==> src/rtl/btle_rx_pdu_octet_buf_pkg.sv <==
// Shared types and constants for the BLE rx PDU octet buffer: FSM encoding, CRC24 and whitening.
// The whitening helper is only used when BTLE_RX_DEWHITEN_EN is defined.
package btle_rx_pdu_octet_buf_pkg;

    localparam int unsigned CRC_STATE_BIT_WIDTH      = 24;
    localparam int unsigned CHANNEL_NUMBER_BIT_WIDTH = 6;
    localparam int unsigned PDU_MEM_ADDR_BIT_WIDTH   = 6;
    localparam int unsigned MAX_PAYLOAD_OCTET        = 62;

    localparam logic [CRC_STATE_BIT_WIDTH-1:0] CRC24_POLY = 24'h00065B;
    // pos6 feeds back into pos0 and pos4
    localparam logic [6:0] WHITEN_TAPS = 7'b0010001;

    typedef enum logic [2:0] {
        StIdle,
        StHeader,
        StPayload,
        StCrc,
        StDone
    } rx_state_e;

    function automatic logic [CRC_STATE_BIT_WIDTH-1:0] crc24_step(
        input logic [CRC_STATE_BIT_WIDTH-1:0] crc,
        input logic                           b
    );
        return {crc[CRC_STATE_BIT_WIDTH-2:0], 1'b0} ^ ((crc[CRC_STATE_BIT_WIDTH-1] ^ b) ?
               CRC24_POLY : '0);
    endfunction

    function automatic logic [6:0] whiten_step(input logic [6:0] lfsr);
        return {lfsr[5:0], 1'b0} ^ (lfsr[6] ? WHITEN_TAPS : 7'h0);
    endfunction

endpackage

==> src/rtl/btle_rx_pdu_octet_buf_crc24_serial.sv <==
// Bit-serial BLE CRC24 register: loads a seed, then folds in one bit per enabled cycle.
module btle_rx_pdu_octet_buf_crc24_serial
    import btle_rx_pdu_octet_buf_pkg::*;
(
    input  logic                           clk,
    input  logic                           rst_n,
    input  logic                           load,
    input  logic [CRC_STATE_BIT_WIDTH-1:0] seed,
    input  logic                           en,
    input  logic                           crc_bit,
    output logic [CRC_STATE_BIT_WIDTH-1:0] crc_state
);

    always_ff @(posedge clk or negedge rst_n) begin
        if (!rst_n) begin
            crc_state <= '0;
        end else if (load) begin
            crc_state <= seed;
        end else if (en) begin
            crc_state <= crc24_step(crc_state, crc_bit);
        end
    end

endmodule

==> src/rtl/btle_rx_pdu_octet_buf.sv <==
// Writer side of the rx PDU octet RAM: packs LSB-first octets, tracks length, checks CRC24.
// Define BTLE_RX_DEWHITEN_EN to dewhiten the incoming bit stream before packing and CRC.
module btle_rx_pdu_octet_buf
    import btle_rx_pdu_octet_buf_pkg::*;
(
    input  logic                                clk,
    input  logic                                rst_n,
    input  logic                                rx_hit_flag,
    input  logic                                rx_bit,
    input  logic                                rx_bit_valid,
    input  logic [CRC_STATE_BIT_WIDTH-1:0]      rx_crc_state_init_bit,
    input  logic [CHANNEL_NUMBER_BIT_WIDTH-1:0] rx_channel_number,
    output logic                                rx_decode_run,
    output logic                                rx_decode_end,
    output logic                                rx_crc_ok,
    output logic [6:0]                          rx_payload_length,
    input  logic [PDU_MEM_ADDR_BIT_WIDTH-1:0]   rx_pdu_octet_mem_addr,
    output logic [7:0]                          rx_pdu_octet_mem_data
);

    rx_state_e                        state;
    logic [7:0]                       shift_reg;
    logic [2:0]                       bit_cnt;
    logic [6:0]                       octet_idx;
    logic [4:0]                       crc_cnt;
    logic                             crc_match;
    logic [CRC_STATE_BIT_WIDTH-1:0]   crc_state;
    logic [7:0]                       mem [2**PDU_MEM_ADDR_BIT_WIDTH];

    logic       pdu_bit;
    logic       collecting;
    logic       bit_take;
    logic       crc_load;
    logic       crc_en;
    logic       mem_we;
    logic [7:0] octet_next;

    assign collecting = (state == StHeader) || (state == StPayload);
    assign bit_take   = rx_bit_valid && (collecting || (state == StCrc));
    assign crc_load   = (state == StIdle) && rx_hit_flag;
    assign crc_en     = rx_bit_valid && collecting;
    assign octet_next = {pdu_bit, shift_reg[7:1]};
    assign mem_we     = crc_en && (bit_cnt == 3'd7);

`ifdef BTLE_RX_DEWHITEN_EN
    logic [6:0] whiten;

    always_ff @(posedge clk or negedge rst_n) begin
        if (!rst_n) begin
            whiten <= '0;
        end else if (crc_load) begin
            whiten <= {rx_channel_number[0], rx_channel_number[1], rx_channel_number[2],
                       rx_channel_number[3], rx_channel_number[4], rx_channel_number[5], 1'b1};
        end else if (bit_take) begin
            whiten <= whiten_step(whiten);
        end
    end

    assign pdu_bit = rx_bit ^ whiten[6];
`else
    logic unused_channel;
    assign unused_channel = ^rx_channel_number;
    assign pdu_bit        = rx_bit;
`endif

    btle_rx_pdu_octet_buf_crc24_serial u_crc (
        .clk       (clk),
        .rst_n     (rst_n),
        .load      (crc_load),
        .seed      (rx_crc_state_init_bit),
        .en        (crc_en),
        .crc_bit   (pdu_bit),
        .crc_state (crc_state)
    );

    always_ff @(posedge clk or negedge rst_n) begin
        if (!rst_n) begin
            state             <= StIdle;
            shift_reg         <= '0;
            bit_cnt           <= '0;
            octet_idx         <= '0;
            crc_cnt           <= '0;
            crc_match         <= 1'b0;
            rx_decode_run     <= 1'b0;
            rx_decode_end     <= 1'b0;
            rx_crc_ok         <= 1'b0;
            rx_payload_length <= '0;
        end else begin
            rx_decode_end <= 1'b0;
            unique case (state)
                StIdle: begin
                    if (rx_hit_flag) begin
                        state             <= StHeader;
                        shift_reg         <= '0;
                        bit_cnt           <= '0;
                        octet_idx         <= '0;
                        crc_cnt           <= '0;
                        crc_match         <= 1'b1;
                        rx_decode_run     <= 1'b1;
                        rx_crc_ok         <= 1'b0;
                        rx_payload_length <= '0;
                    end
                end
                StHeader, StPayload: begin
                    if (rx_bit_valid) begin
                        shift_reg <= octet_next;
                        bit_cnt   <= bit_cnt + 3'd1;
                        if (bit_cnt == 3'd7) begin
                            octet_idx <= octet_idx + 7'd1;
                            if (state == StHeader && octet_idx == 7'd1) begin
                                rx_payload_length <= octet_next[6:0];
                                if (octet_next == 8'd0) begin
                                    state <= StCrc;
                                end else if (octet_next > 8'(MAX_PAYLOAD_OCTET)) begin
                                    // Length error: skip the CRC phase entirely
                                    crc_match <= 1'b0;
                                    state     <= StDone;
                                end else begin
                                    state <= StPayload;
                                end
                            end else if (state == StPayload &&
                                         octet_idx + 7'd1 == rx_payload_length + 7'd2) begin
                                state <= StCrc;
                            end
                        end
                    end
                end
                StCrc: begin
                    if (rx_bit_valid) begin
                        if (pdu_bit != crc_state[5'd23 - crc_cnt]) begin
                            crc_match <= 1'b0;
                        end
                        crc_cnt <= crc_cnt + 5'd1;
                        if (crc_cnt == 5'd23) begin
                            state <= StDone;
                        end
                    end
                end
                StDone: begin
                    rx_decode_end <= 1'b1;
                    rx_decode_run <= 1'b0;
                    rx_crc_ok     <= crc_match;
                    state         <= StIdle;
                end
                default: state <= StIdle;
            endcase
        end
    end

    // RAM contents are deliberately not reset; a partial packet survives an abort
    always_ff @(posedge clk) begin
        if (mem_we) begin
            mem[octet_idx[PDU_MEM_ADDR_BIT_WIDTH-1:0]] <= octet_next;
        end
    end

    always_ff @(posedge clk or negedge rst_n) begin
        if (!rst_n) begin
            rx_pdu_octet_mem_data <= '0;
        end else begin
            rx_pdu_octet_mem_data <= mem[rx_pdu_octet_mem_addr];
        end
    end

endmodule

==> config.mk <==
export PLATFORM = sky130hd
export DESIGN_NAME = btle_rx_pdu_octet_buf
export DESIGN_NICKNAME = d
export VERILOG_FILES = /design/src/rtl/btle_rx_pdu_octet_buf_pkg.sv /design/src/rtl/btle_rx_pdu_octet_buf_crc24_serial.sv /design/src/rtl/btle_rx_pdu_octet_buf.sv
export SDC_FILE = /design/constraint.sdc
export NUM_CORES = 1
export LEC_CHECK = 0
export CAP_MARGIN = 25
export CORE_UTILIZATION = 35
export DETAILED_ROUTE_END_ITERATION = 8
export DONT_BUFFER_PORTS = 1
export GPL_ROUTABILITY_DRIVEN = 0
export SYNTH_ARGS = -nofsm -noshare
export SYNTH_HDL_FRONTEND = slang
export SYNTH_SLANG_ARGS = --single-unit
export TNS_END_PERCENT = 5
==> constraint.sdc <==
create_clock -name clk -period 2.4 [get_ports clk]
set_input_delay 0.12 -clock clk [delete_from_list [all_inputs] [get_ports clk]]
set_output_delay 0.12 -clock clk [all_outputs]
set_load 0.03 [all_outputs]
==> results.ini, run 1 <==
[floorplanning]
fp.dieArea_um2 = 67300
initial_core_util_pct = 35.7
rows = 93
core_um2 = 64900
dieWidth_um = 259
io_pins = 59
chipHeight_um = 259

[route]
drt_wl_total_mm = 52.0
postRouteAntennaNets = 0
drtIter0Drc = 977
wl_per_cell_um = 23.0
routed_via_density = 5.22
drc = 0
num_vias = 11760
drt_first_pass_iters = 4

[timing]
fin_crit_sh_pct = 96.4
fmax_mhz = 432
layout_min_cycle_time_ns = 2.31
setup_viol = 0
worst_clock_skew_ns = 0.0399
maxSlewViolCount = 0
hold_violations = 0
whs_ns = 0.0329
setup_tns_ns = 0
slew-limit-headroom_pct = 30.3
worst_pin_slew_ns = 1.04
grt_setup_unrepaired = no

[logic_synthesis]
synth_top_family_by_area = multiplexers
synth_compound_area_share_pct = 2.19
post_synth.cell_area_avg_um2 = 19.4
ys.flop_type = edfxtp_1
synth_xor_area_share_pct = 1.14
seq_area_frac_synth_pct = 73.7
yosys_warnings = 0
synthArstFlopShare_pct = 11.7
synthCells = 1192
synth_nets = 1240
synthAdderAreaFrac_pct = 0.421
synth.area.top_cells = edfxtp_1 66%, mux4_2 16%, dfrtp_1 7.3%
synth_mux_area_share_pct = 17.0
ys_ff_latch = 580
synth.top_cell.area_share_pct = 66.3
syn_area_um2 = 23200
synth-edff-count = 512
yosys.area_share.simple_pct = 4.31
yosysTopAreaCell = edfxtp_1
ys_types = 46

[clock_tree]
h-tree-depth = 2
cts_max_path_buffers = 3
cts_sinks = 580
clkTransAtPathRegs_ns = 0.06
numCtsBuffers = 57
insertion_delay_ns = 0.63
cts_tree = built
post-cts-setup-buffers = 0
cts-root-buf = clkbuf_16

[hold_path]
hold_depth = 3
min_to = rx_pdu_octet_mem_data[0]$_DFF_PN0_
hold_path.class = input port to register
min_from = rx_pdu_octet_mem_addr[3]

[setup_path]
reg2reg_slack_ns = 0.09
crit_type = register to register
worst_path_largest_cell_delay_ns = 0.56
timing.rr.start = state[1]$_DFFE_PN0P_
rr_endpoint = u_crc.crc_state[1]$_DFFE_PN0P_
path_cells = buf_4 -> nor4b_2 -> nor2_1 -> buf_4 -> a221o_1 -> dlygate4sd3_1
path_common_cell = buf_4
cp-end-kind = register
rr_worst_depth = 6
crit_start = state[1]$_DFFE_PN0P_
startpoint_type = register
crit_fanout = 27
cp_slowest_cell = dlygate4sd3_1
cp.arrival_ns = 2.80
crit_required_ns = 2.89

[cells_and_area]
largest_reg_flops = 512
drive_above_1_share_pct = 28.1
final_cells = 2254
area_growth_pct = 17.8
fin_nets = 1396
final_util_pct = 42.0

[global_routing]
grt_use_total_pct = 15.8
antenna_found_initial = 2
grt_pass1_vias = 12207
grt_overflow_total = 0
grt_max_degree = 129
grt_pass1_wl_mm = 78.8

[power]
powerDensity_nw_per_um2 = 946
leakagePower_nw = 9.14
vdd.ir_drop.worst_mv = 0.603
power.total_mw = 25.8

[job]
drv_cap = 0

[placement]
io_buffers = 0
hpwl_mm = 30.1
dp.cells = 2097

[status]
status = complete, no violations

what timing repair did:
action | 4_1_cts | 5_1_grt
resized for setup | 0 | 3
hold endpoints to repair | 174 | 0
hold buffers | 46 | 0
endpoints found under the setup margin | 0 | 100
cell type report:
class                      count  area (µm²)
inverter                       6        22.5
sequential                   580       17100
fill                        5702       37600
tap                          855        1070
clock inverter                41         423
multi-input combinational    539        5820
antenna                        2        5.00
clock buffer                  67        1490
timing repair buffer         164        1390
metrics by stage:
| stage | worst slack, ns | cell area [µm²] |
|---|---|---|
| after CTS | 0.0785 | 27300 |
| after global routing | 0.000350 | 27300 |
| final | 0.0860 | 27300 |
| after floorplan | 0.00134 | 23200 |
| after detailed placement | 0.107 | 24900 |
| after global placement | 0.163 | 24900 |
cells in the mapped netlist (3+ instances only):
cell,count
a21oi_1,5
a221o_1,7
a22oi_1,9
a31oi_1,4
buf_1,5
buf_2,15
clkbuf_1,45
dfrtp_1,68
edfxtp_1,512
ha_1,7
inv_1,6
mux2_2,8
mux2i_1,17
mux4_2,163
nand2_1,85
nand3_1,14
nand3b_1,4
nand4_1,4
nor2_1,104
nor2b_1,7
nor3_1,4
nor4_1,3
o21ai_0,29
o21ai_1,11
o22ai_1,5
xnor2_1,15
xor2_1,10
routing by layer:
| layer | vias to the layer above | wire (µm) | share of wire [%] | global-route usage, % |
|---|---|---|---|---|
| met3 | 74 | 3470 | 6.7 | 3.37 |
| li1 | 5117 | - | - | - |
| met1 | 6206 | 23200 | 45 | 22.3 |
| met2 | 361 | 24300 | 47 | 24.8 |
| met4 | 2 | 953 | 1.8 | 3.94 |
| met5 | - | 17 | 0.033 | 0 |
cell usage in the layout (no fill, tap or decap), types with 8 or more instances in the layout:
master,count
clkbuf_1,9
xnor2_1,14
edfxtp_1,512
dfrtp_1,61
mux2i_1,17
clkinv_1,12
nand2_1,85
nand3_1,14
o21ai_1,11
dlygate4sd3_1,44
buf_4,116
xor2_1,10
a22oi_1,9
clkinv_2,17
nor2_1,103
clkbuf_16,58
o21ai_0,29
mux2_2,8
mux4_2,163
worst max-delay path by stage:
stage / to / slack, ns / cells after the start
after floorplan: mem[63][0]$_DFFE_PP_ / 0.001 / 7
after global placement: state[0]$_DFFE_PN0P_ / 0.16 / 8
after detailed placement: mem[28][7]$_DFFE_PP_ / 0.11 / 8
after CTS: mem[28][0]$_DFFE_PP_ / 0.08 / 8
after global routing: u_crc.crc_state[3]$_DFFE_PN0P_ / 0.0004 / 6
final: u_crc.crc_state[1]$_DFFE_PN0P_ / 0.09 / 6
cell families (layout without fill, tap and decap cells):
logic type,count (synthesis),in the layout
AND/OR/NAND/NOR,236,236
multiplexers,188,188
AO/OA/AOI/OAI,80,80
buffers and inverters,73,278
XOR/XNOR,27,27
adder cells (fa/ha/maj),8,8
flip-flops,580,580
other,0,2
power breakdown:
part	internal, mW	switching [mW]	total [mW]
logic	1.60	2.42	4.02
registers	12.2	0.563	12.8
clock network	5.20	3.85	9.04
worst max-delay path, delay by kind of cell (launching register included):
kind / cells / cell delay (ns)
AO/OA/AOI/OAI: 1 / 0.32
buffers and inverters: 3 / 1.00
flip-flops: 1 / 0.40
AND/OR/NAND/NOR: 2 / 0.46
Power figures use the tool's default switching activity.
==> run 2, diff against run 1 <==
clock period = 2.8 ns   (was 2.4 ns; I/O delays follow)
==> run 2 against run 1 <==
Compared with the run above: fmax shrank 12%; sequential share of layout area grew 0.56 points; utilization decreased by 0.37 points; register-to-register slack better by 0.09 ns; count of clock-buffer cells in the layout up 1; flip-flop and latch count is the same; die area is the same; critical path type unchanged; critical endpoint is now rx_pdu_octet_mem_data[1]$_DFF_PN0_; largest cell class unchanged.
==> results.ini, run 2 (synthesized netlist as in run 1, its figures left out) <==
[status]
status = complete, no violations  ; unchanged

[placement]
io_buffers = 0  ; unchanged
hpwl_mm = 30.3  ; was 30.1 mm

[setup_path]
crit_fanout = 1  ; was 27
cp.arrival_ns = 3.13  ; was 2.80 ns
rr_worst_depth = 6  ; unchanged
timing.rr.start = mem[41][1]$_DFFE_PP_  ; was state[1]$_DFFE_PN0P_
crit_required_ns = 3.30  ; was 2.89 ns
cp-end-kind = register  ; unchanged
startpoint_type = register  ; unchanged
crit_type = register to register  ; unchanged
rr_endpoint = rx_pdu_octet_mem_data[1]$_DFF_PN0_  ; was u_crc.crc_state[1]$_DFFE_PN0P_
reg2reg_slack_ns = 0.18  ; was 0.09 ns

[route]
num_vias = 11623  ; was 11760
drt_wl_total_mm = 52.6  ; was 52.0 mm
routed_via_density = 5.24  ; was 5.22
drtIter0Drc = 1144  ; was 977
drc = 0  ; unchanged
drt_first_pass_iters = 5  ; was 4
postRouteAntennaNets = 0  ; unchanged
wl_per_cell_um = 23.7  ; was 23.0 µm

[clock_tree]
cts_tree = built  ; unchanged
h-tree-depth = 2  ; unchanged
insertion_delay_ns = 0.64  ; was 0.63 ns
cts_sinks = 580  ; unchanged
clkTransAtPathRegs_ns = 0.06  ; about the same
cts_max_path_buffers = 3  ; unchanged
cts-root-buf = clkbuf_16  ; unchanged
numCtsBuffers = 57  ; unchanged

[global_routing]
grt_overflow_total = 0  ; unchanged
antenna_found_initial = 1  ; was 2
grt_pass1_wl_mm = 79.0  ; was 78.8 mm
grt_max_degree = 129  ; unchanged
grt_use_total_pct = 15.9  ; was 15.8%
grt_pass1_vias = 11984  ; was 12207

[cells_and_area]
fin_nets = 1364  ; was 1396
fillers = 5722  ; was 5702
layout_common_cells = 512 x edfxtp_1, 163 x mux4_2, 104 x nor2_1, 94 x buf_4, 85 x nand2_1  ; was 512 x edfxtp_1, 163 x mux4_2, 116 x buf_4, 103 x nor2_1, 85 x nand2_1
num_antenna_cells = 0  ; was 2
final_common_cell = edfxtp_1  ; unchanged
largest_reg_flops = 512  ; unchanged
drive_above_1_share_pct = 26.8  ; was 28.1%
area_growth_pct = 16.7  ; was 17.8%

[power]
vdd.ir_drop.worst_mv = 0.691  ; was 0.603 mV
leakagePower_nw = 8.97  ; was 9.14 nW
powerDensity_nw_per_um2 = 815  ; was 946 nW/µm²
power.total_mw = 22.0  ; was 25.8 mW

[timing]
hold_violations = 0  ; unchanged
setup_tns_ns = 0  ; unchanged
grt_setup_unrepaired = no  ; unchanged
worst_pin_slew_ns = 0.884  ; was 1.04 ns
fmax_mhz = 381  ; was 432 MHz
layout_min_cycle_time_ns = 2.62  ; was 2.31 ns
worst_clock_skew_ns = 0.0444  ; was 0.0399 ns
fin_crit_sh_pct = 93.7  ; was 96.4%
whs_ns = 0.0486  ; was 0.0329 ns
maxSlewViolCount = 0  ; unchanged
setup_viol = 0  ; unchanged
slew-limit-headroom_pct = 40.9  ; was 30.3%

[floorplanning]
dieWidth_um = 259  ; unchanged
chipHeight_um = 259  ; unchanged
core_um2 = 64900  ; unchanged
fp.dieArea_um2 = 67300  ; unchanged
initial_core_util_pct = 35.7  ; unchanged
rows = 93  ; unchanged
io_pins = 59  ; unchanged

[hold_path]
min_from = rx_hit_flag  ; was rx_pdu_octet_mem_addr[3]
hold_path.class = input port to register  ; unchanged
hold_depth = 3  ; unchanged
min_to = crc_cnt[3]$_DFFE_PN0P_  ; was rx_pdu_octet_mem_data[0]$_DFF_PN0_

[job]
drv_cap = 0  ; unchanged

[run 2: changes by cell type in the layout (fill, tap and decap cells not counted), moves of 2 or more]
cell,delta
clkinv_1,+2
diode_2,-2
clkinv_2,-7
buf_4,-22
clkbuf_8,+2
dlygate4sd3_1,-9
[run 2: repair_timing]
| item | CTS | global route |
|---|---|---|
| hold buffers | 37 | 0 |
| buffers inserted | 0 | 0 |
| gates resized for setup | 0 | 0 |
| hold endpoints to repair | 173 | 0 |
[run 2: per-stage QoR]
| step | utilization (%) | setup WS (ns) | std cells | cell area, µm² |
|---|---|---|---|---|
| 6_report | 41.7 | 0.176 | 2219 | 27100 |
| 5_1_grt | 41.7 | 0.104 | 2219 | 27100 |
| 3_3_place_gp | 38.0 | 0.434 | 2074 | 24700 |
| 3_5_place_dp | 38.0 | 0.373 | 2075 | 24700 |
| 2_1_floorplan | - | 0.401 | 1192 | 23200 |
| 4_1_cts | 41.7 | 0.192 | 2219 | 27100 |
[run 2: power breakdown]
group          leakage (nW)  total, mW  switching (mW)  internal [mW]
combinational          2.48       3.12            1.96           1.16
sequential             5.54       11.0           0.585           10.5
clock                 0.940       7.89            3.30           4.59
[run 2: worst max path at each step]
| stage | from | end | slack [ns] |
|---|---|---|---|
| after global placement | state[1]$_DFFE_PN0P_ | mem[10][5]$_DFFE_PP_ | 0.43 |
| after floorplan | state[1]$_DFFE_PN0P_ | mem[63][0]$_DFFE_PP_ | 0.40 |
| after CTS | mem[62][1]$_DFFE_PP_ | rx_pdu_octet_mem_data[1]$_DFF_PN0_ | 0.19 |
| after detailed placement | state[1]$_DFFE_PN0P_ | mem[2][2]$_DFFE_PP_ | 0.37 |
| final | mem[41][1]$_DFFE_PP_ | rx_pdu_octet_mem_data[1]$_DFF_PN0_ | 0.18 |
| after global routing | mem[41][1]$_DFFE_PP_ | rx_pdu_octet_mem_data[1]$_DFF_PN0_ | 0.10 |
[run 2: worst max-delay path, cell delays in order, from the launching register on]
cell and delay [ns]:
edfxtp_1 0.37, mux4_2 0.50, mux4_2 0.53, mux2_2 0.33, nand2_1 0.07, o21ai_1 0.08
dlygate4sd3_1 0.60
[run 2: per-layer routing]
| layer | share of wire, % | GRT usage (%) |
|---|---|---|
| met1 | 45 | 22.7 |
| met2 | 47 | 24.8 |
| met3 | 6.5 | 3.51 |
| met4 | 1.6 | 3.89 |
| met5 | 0.025 | 0 |
[run 2: area by class of cell]
class	instances	area (µm²)	share of cell area (%)
multi-input combinational	539	5810	21.5
clock buffer	68	1510	5.58
timing repair buffer	132	1120	4.15
tap	855	1070	3.95
clock inverter	39	442	1.63
sequential	580	17100	63.1
inverter	6	22.5	0.0832
==> run 3, diff against run 2 <==
ABC_AREA = 1   (was not set)
==> run 3 against run 2 <==
Compared with the run above: sequential share of layout area is 1.8 points lower; global-route usage rose by 2.0 points; sequential power hardly changed; critical path type unchanged; largest cell class unchanged; non-clock buffer count rose by 10; routed wire length is 19% higher; flip-flop and latch count stayed put.
==> results.ini, run 3 <==
[status]
status = complete, no violations  ; unchanged

[setup_path]
cp.arrival_ns = 3.18  ; was 3.13 ns
reg2reg_slack_ns = 0.17  ; was 0.18 ns
timing.rr.start = state[1]$_DFFE_PN0P_  ; was mem[41][1]$_DFFE_PP_
path_buf_inv = 5  ; was 1
path_cells = nor2_1 -> nor3_4 -> inv_2 -> nor2_8 -> inv_4 -> buf_4 -> nand2_4 -> buf_6 -> o22ai_1 -> dlygate4sd3_1 -> a21oi_1  ; was mux4_2 -> mux4_2 -> mux2_2 -> nand2_1 -> o21ai_1 -> dlygate4sd3_1
crit_type = register to register  ; unchanged
worst_path_largest_cell_delay_ns = 0.59  ; was 0.60 ns
cp_slowest_cell = dlygate4sd3_1  ; unchanged
critPathTopFamily = buffers and inverters  ; was multiplexers
crit_required_ns = 3.35  ; was 3.30 ns
rr_worst_depth = 11  ; was 6
rr_endpoint = u_crc.crc_state[5]$_DFFE_PN0P_  ; was rx_pdu_octet_mem_data[1]$_DFF_PN0_
startpoint_type = register  ; unchanged
crit_fanout = 41  ; was 1
cp-end-kind = register  ; unchanged

[cells_and_area]
drive_above_1_share_pct = 10.0  ; was 26.8%
fin_nets = 2171  ; was 1364
area_growth_pct = 16.4  ; was 16.7%
layout_common_cells = 512 x edfxtp_1, 383 x nor2_1, 343 x o21ai_0, 234 x nand2_1, 138 x o22ai_1  ; was 512 x edfxtp_1, 163 x mux4_2, 104 x nor2_1, 94 x buf_4, 85 x nand2_1
final_common_cell = edfxtp_1  ; unchanged
largest_reg_flops = 512  ; unchanged

[clock_tree]
cts_sinks = 580  ; unchanged
cts_tree = built  ; unchanged
numCtsBuffers = 58  ; was 57
h-tree-depth = 2  ; unchanged
insertion_delay_ns = 0.61  ; was 0.64 ns
cts_max_path_buffers = 3  ; unchanged
clkTransAtPathRegs_ns = 0.07  ; was 0.06 ns
cts-root-buf = clkbuf_16  ; unchanged
post-cts-setup-buffers = 0  ; unchanged

[logic_synthesis]
synth_nets = 2091  ; was 1240
ys_types = 36  ; was 46
synth.area.top_cells = edfxtp_1 64%, o21ai_0 7.2%, dfrtp_1 7.1%  ; was edfxtp_1 66%, mux4_2 16%, dfrtp_1 7.3%
syn_area_um2 = 23900  ; was 23200 µm²
synth_most_common_cell = edfxtp_1  ; unchanged
synth.top_cell.area_share_pct = 64.3  ; was 66.3%
post_synth.cell_area_avg_um2 = 11.7  ; was 19.4 µm²
yosys_warnings = 0  ; unchanged
seq_area_frac_synth_pct = 71.4  ; was 73.7%
synth-edff-count = 512  ; unchanged
ys.flop_type = edfxtp_1  ; unchanged
ys_ff_latch = 580  ; unchanged
synth_common_cells = 512 x edfxtp_1, 383 x nor2_1, 343 x o21ai_0  ; was 512 x edfxtp_1, 163 x mux4_2, 104 x nor2_1
yosysTopAreaCell = edfxtp_1  ; unchanged
synthArstFlopShare_pct = 11.7  ; unchanged
synthCells = 2043  ; was 1192

[power]
power.total_mw = 22.2  ; was 22.0 mW
powerDensity_nw_per_um2 = 797  ; was 815 nW/µm²
vdd.ir_drop.worst_mv = 0.698  ; was 0.691 mV
leakagePower_nw = 9.77  ; was 8.97 nW

[hold_path]
min_to = rx_pdu_octet_mem_data[7]$_DFF_PN0_  ; was crc_cnt[3]$_DFFE_PN0P_
hold_path.class = input port to register  ; unchanged
min_from = rx_pdu_octet_mem_addr[2]  ; was rx_hit_flag
hold_depth = 6  ; was 3

[timing]
fmax_mhz = 380  ; was 381 MHz
grt_setup_unrepaired = no  ; unchanged
maxSlewViolCount = 0  ; unchanged
worst_pin_slew_ns = 0.955  ; was 0.884 ns
setup_tns_ns = 0  ; unchanged
slew-limit-headroom_pct = 35.9  ; was 40.9%
hold_violations = 0  ; unchanged
setup_viol = 0  ; unchanged
whs_ns = 0.0163  ; was 0.0486 ns
worst_clock_skew_ns = 0.0159  ; was 0.0444 ns
fin_crit_sh_pct = 94.1  ; was 93.7%
layout_min_cycle_time_ns = 2.63  ; was 2.62 ns

[route]
num_vias = 16220  ; was 11623
drtIter0Drc = 1845  ; was 1144
drt_first_pass_iters = 5  ; unchanged
drt_wl_total_mm = 62.6  ; was 52.6 mm
routed_via_density = 5.33  ; was 5.24
wl_per_cell_um = 20.6  ; was 23.7 µm
drc = 0  ; unchanged
postRouteAntennaNets = 0  ; unchanged

[floorplanning]
fp.dieArea_um2 = 69400  ; was 67300 µm²
initial_core_util_pct = 35.5  ; was 35.7%
io_pins = 59  ; unchanged
chipHeight_um = 263  ; was 259 µm
core_um2 = 67400  ; was 64900 µm²
rows = 95  ; was 93
dieWidth_um = 263  ; was 259 µm

[global_routing]
grt_max_degree = 258  ; was 129
grt_overflow_total = 0  ; unchanged
grt_use_total_pct = 18.0  ; was 15.9%
grt_pass1_wl_mm = 95.8  ; was 79.0 mm
grt_pass1_vias = 15895  ; was 11984
antenna_found_initial = 0  ; was 1

[job]
drv_cap = 0  ; unchanged

[placement]
hpwl_mm = 36.8  ; was 30.3 mm
io_buffers = 0  ; unchanged

## run 3: cell count changes in the layout (fill, tap and decap cells not counted), sizes merged, moves of 68 or more
cell   change
nor2     +283
o21ai    +312
nand2    +153
o22ai    +133
inv       +68
mux4     -163
## run 3: routing by layer
metal | vias up | track usage [%] | share of wire [%]
met5 | - | 0 | 0
met4 | 0 | 5.28 | 2.4
met3 | 90 | 2.48 | 7.2
met2 | 651 | 28.4 | 47
met1 | 7969 | 25.7 | 44
li1 | 7510 | - | -
## run 3: area by class of cell
type	instances	area, µm²
Timing Repair Buffer	142	1290
Inverter	74	288
Sequential cell	580	17100
Antenna cell	1	2.50
Clock buffer	75	1600
Clock inverter	33	404
Tap cell	873	1090
Multi-Input combinational cell	1267	6070
Fill cell	6220	39600
## run 3: per-stage QoR
step	instance area [µm²]	util (%)	cells	setup WS [ns]
2_1_floorplan	23900	-	2043	0.528
3_3_place_gp	25300	37.6	2891	0.292
3_5_place_dp	25300	37.6	2891	0.226
4_1_cts	27800	41.3	3044	0.0858
5_1_grt	27800	41.3	3044	0.0133
6_report	27800	41.3	3045	0.165
## run 3: worst register-to-register path, cell delays in order (launching register included)
cell           delay (ns)
dfrtp_1              0.41
nor2_1               0.11
nor3_4               0.30
inv_2                0.18
nor2_8               0.13
inv_4                0.05
buf_4                0.20
nand2_4              0.09
buf_6                0.26
o22ai_1              0.13
dlygate4sd3_1        0.59
a21oi_1              0.11
## run 3: what timing repair did
| item | in CTS | in global routing |
|---|---|---|
| gates resized for setup | 0 | 1 |
| endpoints found under the hold margin | 173 | 0 |
| setup endpoints to repair | 0 | 4 |
| hold buffers | 45 | 0 |
## run 3: kinds of logic (layout without fill, tap and decap cells)
logic type / Yosys count / count (layout) / synth area share (%)
compound gates: 547 / 547 / 12.5
xor+xnor: 13 / 13 / 0.476
fa+ha+maj: 7 / 7 / 0.366
buf+inv: 196 / 324 / 3.23
flops: 580 / 580 / 71.4
mux: 3 / 3 / 0.141
other cells: 0 / 1 / 0
simple gates: 697 / 697 / 11.9
## run 3: where the power goes
group	leakage, nW	internal [mW]	total (mW)	switching, mW
Clock	0.973	4.84	8.11	3.27
Sequential	5.56	10.3	10.8	0.503
Combinational	3.23	0.975	3.25	2.27
## run 3: worst max-delay path by stage
stage,startpoint,end,cells past startpoint
after global routing,state[1]$_DFFE_PN0P_,u_crc.crc_state[5]$_DFFE_PN0P_,11
after CTS,state[1]$_DFFE_PN0P_,u_crc.crc_state[7]$_DFFE_PN0P_,11
after floorplan,state[0]$_DFFE_PN0P_,mem[18][0]$_DFFE_PP_,11
after detailed placement,state[1]$_DFFE_PN0P_,mem[6][1]$_DFFE_PP_,11
final,state[1]$_DFFE_PN0P_,u_crc.crc_state[5]$_DFFE_PN0P_,11
after global placement,state[0]$_DFFE_PN0P_,mem[14][1]$_DFFE_PP_,12
